===== src/rtl/spectrum_axil_regs.sv =====
// AXI4-Lite register block for the spectrum analyzer: control/config registers, status with a
// sticky done flag and interrupt, and a post-incrementing read window into the magnitude-bin RAM.
module spectrum_axil_regs #(
  parameter int          ADDR_W  = 8,
  parameter int          BIN_AW  = 10,
  parameter logic [31:0] CORE_ID = 32'h5A00_0100
) (
  input  logic              aclk,
  input  logic              areset,
  input  logic [ADDR_W-1:0] s_axi_awaddr,
  input  logic              s_axi_awvalid,
  output logic              s_axi_awready,
  input  logic [31:0]       s_axi_wdata,
  input  logic [3:0]        s_axi_wstrb,
  input  logic              s_axi_wvalid,
  output logic              s_axi_wready,
  output logic [1:0]        s_axi_bresp,
  output logic              s_axi_bvalid,
  input  logic              s_axi_bready,
  input  logic [ADDR_W-1:0] s_axi_araddr,
  input  logic              s_axi_arvalid,
  output logic              s_axi_arready,
  output logic [31:0]       s_axi_rdata,
  output logic [1:0]        s_axi_rresp,
  output logic              s_axi_rvalid,
  input  logic              s_axi_rready,
  output logic              ctrl_enable,
  output logic              ctrl_start,
  output logic [15:0]       cfg_decim,
  input  logic              core_busy,
  input  logic              core_done,
  output logic [BIN_AW-1:0] bin_raddr,
  input  logic [31:0]       bin_rdata,
  output logic              irq
);

  typedef enum logic {W_IDLE, W_RESP} wstate_t;
  typedef enum logic [1:0] {R_IDLE, R_WAIT, R_DATA} rstate_t;

  localparam logic [2:0] OFF_CTRL   = 3'd0;
  localparam logic [2:0] OFF_STATUS = 3'd1;
  localparam logic [2:0] OFF_DECIM  = 3'd2;
  localparam logic [2:0] OFF_IRQ    = 3'd3;
  localparam logic [2:0] OFF_BADDR  = 3'd4;
  localparam logic [2:0] OFF_BDATA  = 3'd5;
  localparam logic [2:0] OFF_ID     = 3'd7;
  localparam logic [1:0] RESP_OKAY  = 2'b00;
  localparam logic [1:0] RESP_SLVERR = 2'b10;

  wstate_t           r_wstate, w_wstate_next;
  rstate_t           r_rstate, w_rstate_next;
  logic              r_aw_have, r_w_have;
  logic [ADDR_W-1:0] r_awaddr;
  logic [31:0]       r_wdata;
  logic [3:0]        r_wstrb;
  logic [1:0]        r_bresp;
  logic [31:0]       r_rdata;
  logic [1:0]        r_rresp;
  logic              r_ctrl_enable, r_irq_en, r_ctrl_start, r_done_flag, r_irq;
  logic [15:0]       r_decim;
  logic [BIN_AW-1:0] r_bin_addr;

  logic              w_aw_hs, w_w_hs, w_wr_fire, w_wr_en, w_irq_clr;
  logic [ADDR_W-1:0] w_waddr;
  logic [31:0]       w_wdata, w_wmask, w_rd_mux;
  logic [3:0]        w_wstrb;
  logic [2:0]        w_wr_sel, w_rd_sel;
  logic              w_wr_mapped, w_rd_mapped, w_ar_hs, w_rd_bin;
  logic [BIN_AW-1:0] w_bin_base, w_bin_next;
  logic              w_unused;

  // Write channel: each beat may arrive alone; the update fires once both are in hand.
  assign s_axi_awready = (r_wstate == W_IDLE) & ~r_aw_have;
  assign s_axi_wready  = (r_wstate == W_IDLE) & ~r_w_have;
  assign s_axi_bvalid  = (r_wstate == W_RESP);
  assign s_axi_bresp   = r_bresp;

  assign w_aw_hs     = s_axi_awvalid & s_axi_awready;
  assign w_w_hs      = s_axi_wvalid & s_axi_wready;
  assign w_wr_fire   = (r_wstate == W_IDLE) & (r_aw_have | w_aw_hs) & (r_w_have | w_w_hs);
  assign w_waddr     = r_aw_have ? r_awaddr : s_axi_awaddr;
  assign w_wdata     = r_w_have ? r_wdata : s_axi_wdata;
  assign w_wstrb     = r_w_have ? r_wstrb : s_axi_wstrb;
  assign w_wr_mapped = (w_waddr[ADDR_W-1:5] == '0);
  assign w_wr_sel    = w_waddr[4:2];
  assign w_wr_en     = w_wr_fire & w_wr_mapped;
  assign w_irq_clr   = w_wr_en & (w_wr_sel == OFF_IRQ) & w_wstrb[0] & w_wdata[0];

  for (genvar gi = 0; gi < 4; gi++) begin : g_wmask
    assign w_wmask[gi*8 +: 8] = {8{w_wstrb[gi]}};
  end

  always_ff @(posedge aclk or posedge areset) begin
    if (areset) r_wstate <= W_IDLE;
    else        r_wstate <= w_wstate_next;
  end

  always_comb begin
    w_wstate_next = r_wstate;
    case (r_wstate)
      W_IDLE:  if (w_wr_fire) w_wstate_next = W_RESP;
      W_RESP:  if (s_axi_bready) w_wstate_next = W_IDLE;
      default: w_wstate_next = W_IDLE;
    endcase
  end

  always_ff @(posedge aclk or posedge areset) begin
    if (areset) begin
      r_aw_have <= 1'b0;
      r_w_have  <= 1'b0;
      r_awaddr  <= '0;
      r_wdata   <= '0;
      r_wstrb   <= '0;
      r_bresp   <= RESP_OKAY;
    end else if (w_wr_fire) begin
      r_aw_have <= 1'b0;
      r_w_have  <= 1'b0;
      r_bresp   <= w_wr_mapped ? RESP_OKAY : RESP_SLVERR;
    end else begin
      if (w_aw_hs) begin
        r_aw_have <= 1'b1;
        r_awaddr  <= s_axi_awaddr;
      end
      if (w_w_hs) begin
        r_w_have <= 1'b1;
        r_wdata  <= s_axi_wdata;
        r_wstrb  <= s_axi_wstrb;
      end
    end
  end

  // Read channel: BIN_DATA takes an extra cycle for the RAM's registered output.
  assign s_axi_arready = (r_rstate == R_IDLE);
  assign s_axi_rvalid  = (r_rstate == R_DATA);
  assign s_axi_rdata   = r_rdata;
  assign s_axi_rresp   = r_rresp;
  assign bin_raddr     = r_bin_addr;

  assign w_ar_hs     = s_axi_arvalid & (r_rstate == R_IDLE);
  assign w_rd_mapped = (s_axi_araddr[ADDR_W-1:5] == '0);
  assign w_rd_sel    = s_axi_araddr[4:2];
  assign w_rd_bin    = w_ar_hs & w_rd_mapped & (w_rd_sel == OFF_BDATA);

  always_ff @(posedge aclk or posedge areset) begin
    if (areset) r_rstate <= R_IDLE;
    else        r_rstate <= w_rstate_next;
  end

  always_comb begin
    w_rstate_next = r_rstate;
    case (r_rstate)
      R_IDLE:  if (w_ar_hs) w_rstate_next = w_rd_bin ? R_WAIT : R_DATA;
      R_WAIT:  w_rstate_next = R_DATA;
      R_DATA:  if (s_axi_rready) w_rstate_next = R_IDLE;
      default: w_rstate_next = R_IDLE;
    endcase
  end

  always_comb begin
    w_rd_mux = 32'd0;
    if (w_rd_mapped) begin
      case (w_rd_sel)
        OFF_CTRL:   w_rd_mux = {29'd0, r_irq_en, 1'b0, r_ctrl_enable};
        OFF_STATUS: w_rd_mux = {30'd0, r_done_flag, core_busy};
        OFF_DECIM:  w_rd_mux = {16'd0, r_decim};
        OFF_IRQ:    w_rd_mux = {31'd0, r_done_flag};
        OFF_BADDR:  w_rd_mux = {{(32-BIN_AW){1'b0}}, r_bin_addr};
        OFF_ID:     w_rd_mux = CORE_ID;
        default:    w_rd_mux = 32'd0;
      endcase
    end
  end

  always_ff @(posedge aclk or posedge areset) begin
    if (areset) begin
      r_rdata <= 32'd0;
      r_rresp <= RESP_OKAY;
    end else if (w_ar_hs & ~w_rd_bin) begin
      r_rdata <= w_rd_mux;
      r_rresp <= w_rd_mapped ? RESP_OKAY : RESP_SLVERR;
    end else if (r_rstate == R_WAIT) begin
      r_rdata <= bin_rdata;
      r_rresp <= RESP_OKAY;
    end
  end

  // A BIN_DATA read post-increments first; a same-cycle BIN_ADDR write then overrides it.
  assign w_bin_base = w_rd_bin ? (r_bin_addr + BIN_AW'(1)) : r_bin_addr;
  assign w_bin_next = (w_wr_en && (w_wr_sel == OFF_BADDR))
                    ? ((w_bin_base & ~w_wmask[BIN_AW-1:0]) | (w_wdata[BIN_AW-1:0] & w_wmask[BIN_AW-1:0]))
                    : w_bin_base;

  always_ff @(posedge aclk or posedge areset) begin
    if (areset) begin
      r_ctrl_enable <= 1'b0;
      r_irq_en      <= 1'b0;
      r_ctrl_start  <= 1'b0;
      r_decim       <= 16'd1;
      r_done_flag   <= 1'b0;
      r_bin_addr    <= '0;
      r_irq         <= 1'b0;
    end else begin
      r_ctrl_start <= 1'b0;
      r_irq        <= r_done_flag & r_irq_en;
      r_bin_addr   <= w_bin_next;
      if (core_done)      r_done_flag <= 1'b1;
      else if (w_irq_clr) r_done_flag <= 1'b0;
      if (w_wr_en) begin
        case (w_wr_sel)
          OFF_CTRL: if (w_wstrb[0]) begin
            r_ctrl_enable <= w_wdata[0];
            r_ctrl_start  <= w_wdata[1];
            r_irq_en      <= w_wdata[2];
          end
          OFF_DECIM: r_decim <= (r_decim & ~w_wmask[15:0]) | (w_wdata[15:0] & w_wmask[15:0]);
          default: ;
        endcase
      end
    end
  end

  assign ctrl_enable = r_ctrl_enable;
  assign ctrl_start  = r_ctrl_start;
  assign cfg_decim   = r_decim;
  assign irq         = r_irq;

  // Address byte-offset bits and unused data lanes are deliberately ignored.
  assign w_unused = ^{s_axi_awaddr[1:0], s_axi_araddr[1:0], w_wdata, w_wmask, w_wstrb};

endmodule


===== config.mk =====
export PLATFORM = sky130hd
export DESIGN_NAME = spectrum_axil_regs
export DESIGN_NICKNAME = d
export VERILOG_FILES = /design/src/rtl/spectrum_axil_regs.sv
export SDC_FILE = /design/constraint.sdc
export NUM_CORES = 1
export LEC_CHECK = 0
export ABC_AREA = 1
export BUFFER_PORTS_ARGS = -buffer_cell sky130_fd_sc_hd__buf_2
export CORE_MARGIN = 3
export CORE_UTILIZATION = 52
export CTS_BUF_LIST = sky130_fd_sc_hd__clkbuf_2
export CTS_CLUSTER_DIAMETER = 40
export DETAILED_ROUTE_END_ITERATION = 6
export GPL_TIMING_DRIVEN = 0
export PLACE_DENSITY = 0.88
export SLEW_MARGIN = 20
export SYNTH_ARGS = -nofsm -noshare
export SYNTH_HDL_FRONTEND = slang
export SYNTH_SLANG_ARGS = --single-unit

===== constraint.sdc =====
create_clock -name aclk -period 4.1 [get_ports aclk]
set_clock_uncertainty 0.1 [all_clocks]
set_input_delay 1.025 -clock aclk [delete_from_list [all_inputs] [get_ports aclk]]
set_output_delay 1.025 -clock aclk [all_outputs]
set_load 0.05 [all_outputs]

Yosys cells after proc, flatten, opt, wreduce, memory -nomap -nowiden
Index checks and enable logic that the tools add are counted.
{"block": "op_classes", "addsub": 1, "eq_ne": 13, "mux": 29, "bitwise": 30, "reduce_logical": 15}
{"op": "$pmux W31 S6", "n": 1}
{"op": "$mux W32", "n": 2}
{"op": "$and A16 B16 Y16", "n": 2}
{"op": "$mux W31", "n": 1}
{"op": "$and A10 B10 Y10", "n": 2}
{"op": "$mux W10", "n": 2}
{"op": "$mux W16", "n": 1}
{"op": "$mux W2", "n": 8}
{"op": "$not A16 Y16", "n": 1}
{"op": "$or A16 B16 Y16", "n": 1}
{"op": "$and A1 B1 Y1", "n": 15}
{"op": "$eq A3 B2 Y1 const B", "n": 4}
{"op": "$eq A3 B3 Y1 const B", "n": 4}
{"op": "$logic_not A3 Y1", "n": 4}
{"op": "$mux W1", "n": 11}
{"op": "$add A10 B1 Y10 const B", "n": 1}
{"op": "$not A10 Y10", "n": 1}
{"op": "$or A10 B10 Y10", "n": 1}
{"op": "$mux W8", "n": 1}
{"op": "$reduce_and A2 Y1", "n": 4}
{"op": "$reduce_bool A2 Y1", "n": 4}
{"op": "$pmux W2 S3", "n": 1}
{"op": "$not A1 Y1", "n": 5}
{"op": "$ne A2 B1 Y1 const B", "n": 2}
{"op": "other kinds (8)", "n": 9}
{"block": "word_totals", "regBits": 98, "input_bits": 93, "out_inout_bits": 70}

Logic depth before layout (Yosys ltp)
Gate-level depths: netlist of run 1.
{"block": "logic_depth", "word_depth": 12, "mapped_depth": 12, "depth_no_buf": 11}

Worst setup path before layout of run 1
Ideal clock, no wire load.
{"block": "synth_path", "path_kind": "reg2out", "startpoint": "register r_wstate (netlist: s_axi_bvalid)", "endpoint": "output port s_axi_wready", "t_arrival_ns": 1.384, "setup_slack_ns": 1.591, "stages_incl_launch_ff": 2, "path_cell_list": "dfrtp_1 nor2_1"}
{"block": "synth_between", "elab_chain_cells": 2}
{"item": "start, declared", "line": "50", "rtl": "wstate_t r_wstate, w_wstate_next;"}
{"item": "start signal, assigned", "line": "95", "rtl": "else r_wstate <= w_wstate_next;"}
{"item": "$not A1 Y1"}
{"item": "$and A1 B1 Y1", "line": "74", "rtl": "assign s_axi_wready = (r_wstate == W_IDLE) & ~r_w_have;"}
{"item": "end, declared", "line": "16", "rtl": "output logic s_axi_wready,"}
No other way between the ends.

Worst setup path in the final report of run 1
{"block": "layout_path", "startpoint": "register r_w_have", "endpoint": "output port s_axi_wready"}
{"block": "layout_between", "elab_chain_cells": 2}
{"item": "start, declared", "line": "52", "rtl": "logic r_aw_have, r_w_have;"}
{"item": "start signal, assigned", "line": "110", "rtl": "r_w_have <= 1'b0;"}
{"item": "start signal, assigned", "line": "117", "rtl": "r_w_have <= 1'b0;"}
{"item": "start signal, assigned", "line": "125", "rtl": "r_w_have <= 1'b1;"}
{"item": "$not A1 Y1", "line": "74"}
{"item": "$and A1 B1 Y1", "line": "74"}
No other way between the ends.

==> key figures, run 1 <==
Status
  – Outcome: finished clean

Timing
  – Final Cycle Share: 65.5%
  – F_max: 372 MHz
  – Max-slew violations: 0
  – Relative slew slack: 61.5%
  – Final Hold Viols: 0
  – Worst setup margin: 1.41 ns
  – Final Critical Period: 2.69 ns
  – Slew @ Worst Pin: 0.572 ns
  – Final setup viols: 0
  – RSZ-0062 raised after global routing: no
  – Setup Total Neg Slack: 0 ns

Yosys
  – Post-synthesis sequential area ratio: 48.2%
  – Syn Inst Count: 597
  – Mapped cell area: 4880 um2
  – Number of synthesized flops with an enable pin: 0
  – Async set-reset flop share out of synthesis: 100%
  – Synth top area share: 47.7%
  – Ranking of synthesized cells by area: dfrtp_1, nand2_1, o21ai_0
  – Most used standard cell by instance count after synthesis: nand2_1
  – Cell variety after synth: 41
  – Top cells by count, synth: nand2_1, dfrtp_1, inv_1
  – Synth Register Bits: 94
  – Synthesis warning total: 0
  – Ys flop type: dfrtp_1
  – Mean post-synth cell area: 8.17 um2
  – Largest area contributor in the netlist: dfrtp_1

Detailed routing
  – Wire per inst: 15.0 um
  – Vias after detailed routing: 4,490
  – Detailed router's first-iteration violation count: 255
  – Routed Wire Length: 12,900 um
  – ANT nets after route: 0
  – DRC: 0
  – First-pass DRT Iterations: 5
  – Vias per cell: 5.23

Floorplan
  – IO Count: 163
  – Core area: 8930 um2
  – Die Y: 103 um
  – Initial core utilization: 54.6%
  – Die area: 10,600 um2
  – DIE WIDTH: 103 um
  – Row count: 34

Global route
  – Initial antenna violation count: 0
  – Largest net degree at the start of global routing: 70
  – First-pass GRT wire length: 20,600 um
  – GRT Overall Usage: 25.0%
  – Vias in the first global route: 4,356
  – Overflow after GRT: 0

Placement
  – Port bufs: 137
  – Detailed placement HPWL: 10,100 um
  – Place WS: 1.69 ns
  – RD Place Congestion: 0.889

Clocking
  – CTS buffer count: 9
  – Post-CTS Setup Repair Bufs: 0
  – Hold_buf cts: 0
  – Clk_lat worst skew: 0.57 ns
  – Clock tree sinks: 94
  – Root buffer cell: clkbuf_2
  – CTS tree: yes
  – Clock Path Buffers: 2
  – CTS H-tree depth: 3
  – Post-CTS Resized: 0
  – Clk slew on worst S/H paths: 0.27 ns

Setup path
  – R2R Setup Slk: 2.21 ns
  – WP buf/inv: 1
  – Crit start category: register
  – Reg2Reg Depth: 10
  – Crit path cell chain: nor2_1 > buf_2
  – Crit-path max FO: 5
  – Reg-to-reg endpoint: bin_raddr[8]
  – Worst path max stage delay: 0.50 ns
  – Crit path max-delay family: flip-flops
  – Worst EP required: 2.97 ns
  – CP arrival: 1.56 ns
  – Reg-to-reg startpoint: bin_raddr[0]
  – CP max-delay cell: dfrtp_1
  – Kind of critical path: register to output port
  – CP Capture Type: output port

Run
  – Max_cap viols: 0

Cells and area
  – NumNets Final: 841
  – Share of layout cells above drive strength 1: 30.4%
  – Diodes inserted: 0
  – Area grow syn2layout: 20.2%

Hold path
  – Hold WC Path Type: input port to asynchronous set/reset pin

Pwr
  – Pwr dens: 613 nW/um2
  – Peak VDD IR: 0.420 mV
  – Static Leak: 3.24 nW
  – Total power: 0.00360 W
-- metrics by stage --
step,util (%),std cells,hold slack (ns),area [um2]
after floorplan,-,598,0.348,4880
after global placement,63.9,843,0.356,5700
after detailed placement,64.2,844,0.363,5740
after CTS,65.7,858,0.243,5870
after global routing,65.7,858,0.217,5870
final,65.7,858,0.250,5870
-- worst max path at each step --
| stage | start | endpoint | slack (ns) | depth (start not counted) |
|---|---|---|---|---|
| global route | r_aw_have | s_axi_awready | 1.27 | 3 |
| finish | r_w_have | s_axi_wready | 1.41 | 2 |
| CTS | r_aw_have | s_axi_awready | 1.39 | 3 |
| detailed placement | s_axi_araddr[6] | bin_raddr[4] | 1.69 | 10 |
| global placement | areset | irq | -0.51 | 2 |
| floorplan | areset | asynchronous set/reset pin | 0.53 | 1 |
-- cell type report --
type,instances,area [um2]
plain buffers,21,165
multi-input cells,398,2040
repair buffers,138,713
fillers,735,3070
inverters,85,327
clock inverters,5,83.8
well taps,108,135
flip-flops and latches,94,2350
clock buffers,9,45.0
-- logic make-up after synthesis --
family | count (synthesis) | synth area share (%)
fa+ha+maj | 1 | 0.256
simple gates | 256 | 23.8
flops | 94 | 48.2
buf+inv | 106 | 9.97
xor+xnor | 2 | 0.359
mux | 4 | 0.923
compound gates | 133 | 16.4
other cells | 1 | 0.0768
-- cell usage in the layout, fill, tap and decap left out, types with 3 or more instances in the layout --
| cell | n |
|---|---|
| a21oi_1 | 10 |
| clkbuf_2 | 10 |
| inv_1 | 78 |
| dfrtp_1 | 93 |
| a21boi_0 | 7 |
| mux2_2 | 4 |
| nor3_1 | 4 |
| nand2_1 | 157 |
| o21ai_1 | 18 |
| inv_2 | 4 |
| buf_4 | 3 |
| nand2_2 | 9 |
| nor2_4 | 6 |
| o22ai_1 | 3 |
| buf_2 | 139 |
| o21ai_2 | 18 |
| nor2_2 | 4 |
| a21oi_2 | 4 |
| o21ai_0 | 61 |
| buf_6 | 8 |
| a21boi_1 | 9 |
| nor2_1 | 42 |
| nand3_1 | 22 |
| nand3_2 | 3 |
| clkbuf_1 | 6 |
-- report_power, final --
group | total [W] | internal, W | switching [W] | leakage [nW]
clock network | 0.000512 | 0.000197 | 0.000315 | 0.0705
registers | 0.00142 | 0.00119 | 0.000223 | 1.17
logic | 0.00167 | 0.000444 | 0.00122 | 2.00
total | 0.00360 | 0.00183 | 0.00176 | 3.24
-- per-layer routing --
metal	part of all wire [%]	track usage (%)	wire length [um]	vias up
met5	0	0	0	-
met4	1.5	8.37	190	0
met3	6.9	3.72	885	20
met2	51	42.7	6580	171
met1	41	32.8	5210	2104
li1	-	-	-	2195
(Power assumes the default switching activity.)
==> run 2, diff against run 1 <==
==> constraint.sdc (replaced) <==
create_clock -name aclk -period 2.6 [get_ports aclk]
set_clock_uncertainty 0.1 [all_clocks]
set_input_delay 0.65 -clock aclk [delete_from_list [all_inputs] [get_ports aclk]]
set_output_delay 0.65 -clock aclk [all_outputs]
set_load 0.05 [all_outputs]
==> key figures, run 2 (synthesis gave the netlist of run 1 again) <==
Status
  – Outcome: finished clean

Setup path
  – WP depth: 3 (+1)
  – CP max-delay cell: dfrtp_1
  – R2R Setup Slk: 0.67 ns (-1.54 ns)
  – CP Capture Type: output port
  – Crit start category: register
  – Reg2Reg Depth: 10 (unchanged)
  – Reg-to-reg startpoint: bin_raddr[0]
  – Kind of critical path: register to output port
  – Crit path max-delay family: flip-flops
  – Worst EP required: 1.85 ns (-1.12 ns)
  – WP buf/inv: 2 (+1)
  – Crit path cell chain: buf_6 > nor2_1 > buf_2
  – Reg-to-reg endpoint: bin_raddr[8]
  – CP arrival: 1.56 ns (about the same)
  – Worst path max stage delay: 0.44 ns (-0.06 ns)
  – Crit-path max FO: 9 (+4)

Clocking
  – Clock Path Buffers: 2 (unchanged)
  – CTS buffer count: 9 (unchanged)
  – Clk slew on worst S/H paths: 0.28 ns (about the same)
  – CTS tree: yes
  – Clk_lat worst skew: 0.57 ns (about the same)
  – CTS H-tree depth: 3 (unchanged)
  – Clock tree sinks: 94 (unchanged)
  – Root buffer cell: clkbuf_2
  – Post-CTS Setup Repair Bufs: 0 (unchanged)

Run
  – Max_cap viols: 0 (unchanged)

Placement
  – Port bufs: 137 (unchanged)
  – Placed cell area: 5750 um2 (+0.20%)
  – RD Place Congestion: 0.902 (+1.4%)
  – Detailed placement HPWL: 10,100 um (+0.23%)

Timing
  – Final Cycle Share: 89.0%
  – Final Critical Period: 2.31 ns
  – Relative slew slack: 57.0% (-4.5 points)
  – Hold slack final: 0.102 ns (-0.148 ns)
  – Max-slew violations: 0 (unchanged)
  – RSZ-0062 raised after global routing: no
  – F_max: 432 MHz
  – Final Hold Viols: 0 (unchanged)
  – Slew @ Worst Pin: 0.638 ns (+0.0665 ns)
  – Final setup viols: 0 (unchanged)
  – Setup Total Neg Slack: 0 ns (unchanged)

Hold path
  – Hold Startpoint: s_axi_bready
  – Hold Path End: s_axi_bvalid
  – Hold WC Path Type: input port to register
  – Worst Hold Depth: 2

Cells and area
  – NumNets Final: 843 (+0.24%)
  – Most common cell after layout, fill and taps aside: nand2_1
  – Layout Cell Area excl Fill: 5870 um2 (+0.13%)
  – Diodes inserted: 0 (unchanged)
  – Area grow syn2layout: 20.4%
  – Most frequent cells in the layout: nand2_1, buf_2, dfrtp_1
  – Share of layout cells above drive strength 1: 30.4% (about the same)

Detailed routing
  – Met2 routed WL: 6310 um (-4.0%)
  – Routed Wire Length: 12,800 um (-0.18%)
  – Top sig layer: met4
  – ANT nets after route: 0 (unchanged)
  – First-pass DRT Iterations: 5 (unchanged)
  – Vias after detailed routing: 4,498 (+0.18%)
  – DRC: 0 (unchanged)
  – Met3 WL: 718 um (-19%)
  – Met1 wire length: 5540 um (+6.3%)
  – Vias per cell: 5.22 (-0.17%)
  – Wire per inst: 14.9 um (-0.53%)
  – Detailed router's first-iteration violation count: 270 (+5.9%)

Global route
  – Vias in the first global route: 4,329 (-0.62%)
  – First-pass GRT wire length: 20,600 um (about the same)
  – Overflow after GRT: 0 (unchanged)
  – Largest net degree at the start of global routing: 37 (-47%)
  – Initial antenna violation count: 0 (unchanged)
  – GRT Overall Usage: 25.0% (-0.047 points)

Floorplan
  – Die Y: 103 um (unchanged)
  – Row count: 34 (unchanged)
  – Core area: 8930 um2 (unchanged)
  – IO Count: 163 (unchanged)
  – DIE WIDTH: 103 um (unchanged)
  – Die area: 10,600 um2 (unchanged)
  – Initial core utilization: 54.6% (unchanged)

Pwr
  – Peak VDD IR: 0.695 mV (+65%)
  – Static Leak: 3.25 nW (+0.10%)
  – Pwr dens: 958 nW/um2 (+56%)
run 2: cell type report:
type | count | area, um2
plain buffers | 21 | 165
clock buffers | 9 | 45.0
clock inverters | 6 | 70.1
fillers | 750 | 3060
inverters | 85 | 325
multi-input cells | 398 | 2040
flip-flops and latches | 94 | 2350
well taps | 108 | 135
repair buffers | 140 | 736
run 2: repair_timing:
item                                    4_1_cts  5_1_grt
hold buffers                                  1        0
gates resized for setup                       0        0
endpoints found under the setup margin        0        0
hold endpoints to repair                     18        0
run 2: report_power, final:
| group | internal, W | switching (W) | leakage, nW |
|---|---|---|---|
| Sequential | 0.00188 | 0.000351 | 1.17 |
| Clock | 0.000226 | 0.000531 | 0.0679 |
| Combinational | 0.000704 | 0.00193 | 2.01 |
| Total | 0.00281 | 0.00281 | 3.25 |
run 2: how the worst max path moves through the flow:
| stage | startpoint | endpoint | slack (ns) |
|---|---|---|---|
| floorplan | s_axi_bvalid | r_awaddr[5] | 0.24 |
| global placement | areset | r_wdata[11] | 0.15 |
| detailed placement | s_axi_araddr[6] | bin_raddr[3] | 0.56 |
| CTS | r_aw_have | s_axi_awready | 0.26 |
| global route | r_w_have | s_axi_wready | 0.17 |
| finish | r_aw_have | s_axi_awready | 0.29 |
run 2: metal layers:
metal / global-route usage, % / vias to the layer above
met2: 41.7 / 164
met4: 8.37 / 0
met3: 4.06 / 26
li1: - / 2191
met1: 33.4 / 2117
met5: 0 / -
run 2: metrics by stage:
step	total power [W]	worst slack (ns)	instances	util (%)
2_1_floorplan	0.00417	0.235	598	-
4_1_cts	0.00564	0.256	861	65.7
6_report	0.00563	0.285	861	65.7
5_1_grt	0.00599	0.173	861	65.7
3_3_place_gp	0.00480	0.154	843	63.9
3_5_place_dp	0.00489	0.559	845	64.3
==> run 3, diff against run 2 <==
--- a/config.mk
+++ b/config.mk
@@ -5,7 +5,6 @@
 export SDC_FILE = /design/constraint.sdc
 export NUM_CORES = 1
 export LEC_CHECK = 0
-export ABC_AREA = 1
 export BUFFER_PORTS_ARGS = -buffer_cell sky130_fd_sc_hd__buf_2
 export CORE_MARGIN = 3
 export CORE_UTILIZATION = 52
@@ -13,7 +12,7 @@
 export CTS_CLUSTER_DIAMETER = 40
 export DETAILED_ROUTE_END_ITERATION = 6
 export GPL_TIMING_DRIVEN = 0
-export PLACE_DENSITY = 0.88
+export PLACE_DENSITY = 0.89
 export SLEW_MARGIN = 20
 export SYNTH_ARGS = -nofsm -noshare
 export SYNTH_HDL_FRONTEND = slang
==> key figures, run 3 <==
Clocking
  – Clk_lat worst skew: 0.56 ns (about the same)
  – CTS buffer count: 9 (unchanged)
  – Clock Path Buffers: 2 (unchanged)
  – CTS H-tree depth: 3 (unchanged)
  – Clock tree sinks: 94 (unchanged)
  – CTS tree: yes
  – Clk slew on worst S/H paths: 0.27 ns (about the same)
  – Root buffer cell: clkbuf_2

Timing
  – Worst setup margin: 0.152 ns (-0.133 ns)
  – Relative slew slack: 56.3% (-0.67 points)
  – RSZ-0062 raised after global routing: no
  – Final Critical Period: 2.45 ns (+0.133 ns)
  – F_max: 409 MHz (-5.4%)
  – Hold slack final: 0.119 ns (+0.0162 ns)
  – Slew @ Worst Pin: 0.651 ns (+0.0132 ns)
  – Max-slew violations: 0 (unchanged)
  – Final Hold Viols: 0 (unchanged)
  – Setup Total Neg Slack: 0 ns (unchanged)
  – Final setup viols: 0 (unchanged)
  – Final Cycle Share: 94.2% (+5.1 points)

Pwr
  – Static Leak: 2.77 nW (-15%)
  – Peak VDD IR: 0.608 mV (-13%)
  – Pwr dens: 996 nW/um2 (+4.0%)

Yosys
  – Synth Register Bits: 94 (unchanged)
  – Synth top area share: 51.0% (+3.3 points)
  – Compound-cell area share of the yosys netlist: 11.2% (-5.2 points)
  – Main combinational cell family by area after synthesis: multiplexers
  – Most used standard cell by instance count after synthesis: dfrtp_1
  – Simple-gate area share of the yosys netlist: 13.5% (-10 points)
  – Number of synthesized flops with an enable pin: 0 (unchanged)
  – Xor/xnor share of the synthesized area: 1.73% (+1.4 points)
  – Cell variety after synth: 47 (+15%)
  – Mean post-synth cell area: 10.6 um2 (+30%)
  – Mapped cell area: 4560 um2 (-6.5%)
  – Async set-reset flop share out of synthesis: 100% (unchanged)
  – Post-synthesis sequential area ratio: 51.6% (+3.3 points)
  – Ranking of synthesized cells by area: dfrtp_1, mux2_2, mux2i_1
  – Largest area contributor in the netlist: dfrtp_1
  – Synth Area in Adders: 0.274% (+0.018 points)
  – Synthesis warning total: 0 (unchanged)
  – Mux contribution to synthesized area: 18.1% (+17 points)
  – Syn Inst Count: 431 (-28%)
  – Top cells by count, synth: dfrtp_1, nand2_1, mux2_2
  – Ys flop type: dfrtp_1

Cells and area
  – Most frequent cells in the layout: buf_2, dfrtp_1, nand2_1
  – Layout Cells excl Fill: 694 (-19%)
  – Diodes inserted: 0 (unchanged)
  – Share of layout cells above drive strength 1: 37.5% (+7.1 points)
  – Most common cell after layout, fill and taps aside: buf_2
  – Area grow syn2layout: 22.2%
  – NumNets Final: 678 (-20%)
  – Area of the multi-input gates: 2050 um2 (+0.31%)
  – # fillers: 656 (-13%)
  – FF+latch area: 2360 um2 (+0.16%)

Floorplan
  – Initial core utilization: 54.4% (-0.18 points)
  – Die Y: 99.7 um (-3.1%)
  – DIE WIDTH: 99.7 um (-3.1%)
  – Row count: 33 (-2.9%)
  – Core area: 8380 um2 (-6.2%)
  – Die area: 9940 um2 (-6.1%)
  – IO Count: 163 (unchanged)

Setup path
  – CP Capture Type: output port
  – Reg-to-reg startpoint: r_w_have
  – CP max-delay cell: dfrtp_4
  – Reg-to-reg endpoint: bin_raddr[2]
  – Kind of critical path: register to output port
  – Worst EP required: 1.85 ns (about the same)
  – Crit-path max FO: 10 (+1)
  – Crit path cell chain: buf_4 > nor2_1 > buf_2
  – Worst path max stage delay: 0.56 ns (+0.12 ns)
  – R2R Setup Slk: 0.20 ns (-0.47 ns)
  – Crit start category: register
  – Reg2Reg Depth: 6 (-4)
  – CP arrival: 1.70 ns (+0.14 ns)

Hold path
  – Hold WC Path Type: input port to register
  – Worst Hold Depth: 2 (unchanged)
  – Hold Path End: s_axi_bvalid
  – Hold Startpoint: s_axi_bready

Global route
  – Vias in the first global route: 3,844 (-11%)
  – Largest net degree at the start of global routing: 32 (-14%)
  – Overflow after GRT: 0 (unchanged)
  – First-pass GRT wire length: 19,200 um (-6.7%)
  – GRT Overall Usage: 24.3% (-0.65 points)
  – Initial antenna violation count: 0 (unchanged)

Detailed routing
  – ANT nets after route: 0 (unchanged)
  – Wire per inst: 17.1 um (+15%)
  – Vias after detailed routing: 3,848 (-14%)
  – Detailed router's first-iteration violation count: 273 (+1.1%)
  – Routed Wire Length: 11,900 um (-7.6%)
  – DRC: 0 (unchanged)
  – First-pass DRT Iterations: 6 (+1)
  – Vias per cell: 5.54 (+6.1%)

Status
  – Outcome: finished clean

Placement
  – RD Place Congestion: 0.918 (+1.8%)
  – Place WS: 0.0845 ns (-0.474 ns)
  – Port bufs: 138 (+0.73%)
  – Inst Count DP: 678 (-20%)
  – Detailed placement HPWL: 9230 um (-8.6%)

Run
  – Max_cap viols: 0 (unchanged)
==> run 3: changes by cell type in the layout (fill, tap and decap cells not counted), moves of 9 or more <==
cell      delta
nand2_1    -106
a21oi_1     +26
nand3_1     -15
o21ai_0     -34
mux2_2      +41
o21ai_1     -18
inv_1       -66
nor2_1      -15
a21boi_1     -9
mux2i_1     +32
nand2_2      -9
o21ai_2     -18
==> run 3: what timing repair did <==
item                                   CTS  global route
resized for setup                        2             1
buffers inserted                         0             2
gates cloned                             0             0
hold buffers                             1             0
endpoints found under the hold margin   16             0
setup endpoints to repair                1             2
==> run 3: how the worst max path moves through the flow <==
stage | from | end | slack, ns | cells past startpoint
after detailed placement | s_axi_araddr[6] | bin_raddr[2] | 0.08 | 6
after floorplan | r_rstate[1] | bin_raddr[7] | 0.21 | 6
after global placement | s_axi_araddr[6] | bin_raddr[2] | 0.11 | 6
after CTS | r_w_have | s_axi_wready | 0.02 | 3
final | r_w_have | s_axi_wready | 0.15 | 3
after global routing | r_w_have | s_axi_wready | 0.06 | 3
==> run 3: critical path, delay by kind of cell (launching register included) <==
family / cells / cell delay, ns
flip-flops: 1 / 0.56
AND/OR/NAND/NOR: 1 / 0.11
buffers and inverters: 2 / 0.47
==> run 3: final cells by class <==
| type | instances | share of cell area [%] |
|---|---|---|
| Inverter | 13 | 0.943 |
| Multi-Input combinational cell | 302 | 36.8 |
| Timing Repair Buffer | 144 | 14.0 |
| Sequential cell | 94 | 42.3 |
| Buffer | 20 | 1.89 |
| Tap cell | 105 | 2.36 |
| Clock inverter | 6 | 0.830 |
| Clock buffer | 10 | 0.898 |
==> run 3: cell families after synthesis <==
family | Yosys count
AND/OR/NAND/NOR | 125
XOR/XNOR | 9
flip-flops | 94
AO/OA/AOI/OAI | 88
other | 1
multiplexers | 77
adder cells (fa/ha/maj) | 1
buffers and inverters | 36
==> run 3: report_power, final <==
group	switching (W)	internal, W
combinational	0.00174	0.000843
clock	0.000522	0.000136
sequential	0.000380	0.00193
total	0.00264	0.00291
==> run 3: per-layer routing <==
layer  wire length (um)  vias to the layer above  share of wire, %  GRT usage (%)
met5                  0                        -                 0              0
met4                378                        0               3.2           9.87
met3                867                       32               7.3           5.33
met2               5590                      168                47           38.6
met1               5020                     1837                42           32.5
li1                   -                     1811                 -              -
==> run 3: metrics by stage <==
step | total power, W | area [um2] | util [%]
after detailed placement | 0.00490 | 5460 | 65.1
after global routing | 0.00585 | 5580 | 66.5
after CTS | 0.00554 | 5560 | 66.4
final | 0.00555 | 5580 | 66.5
after global placement | 0.00478 | 5390 | 64.3
after floorplan | 0.00419 | 4570 | -
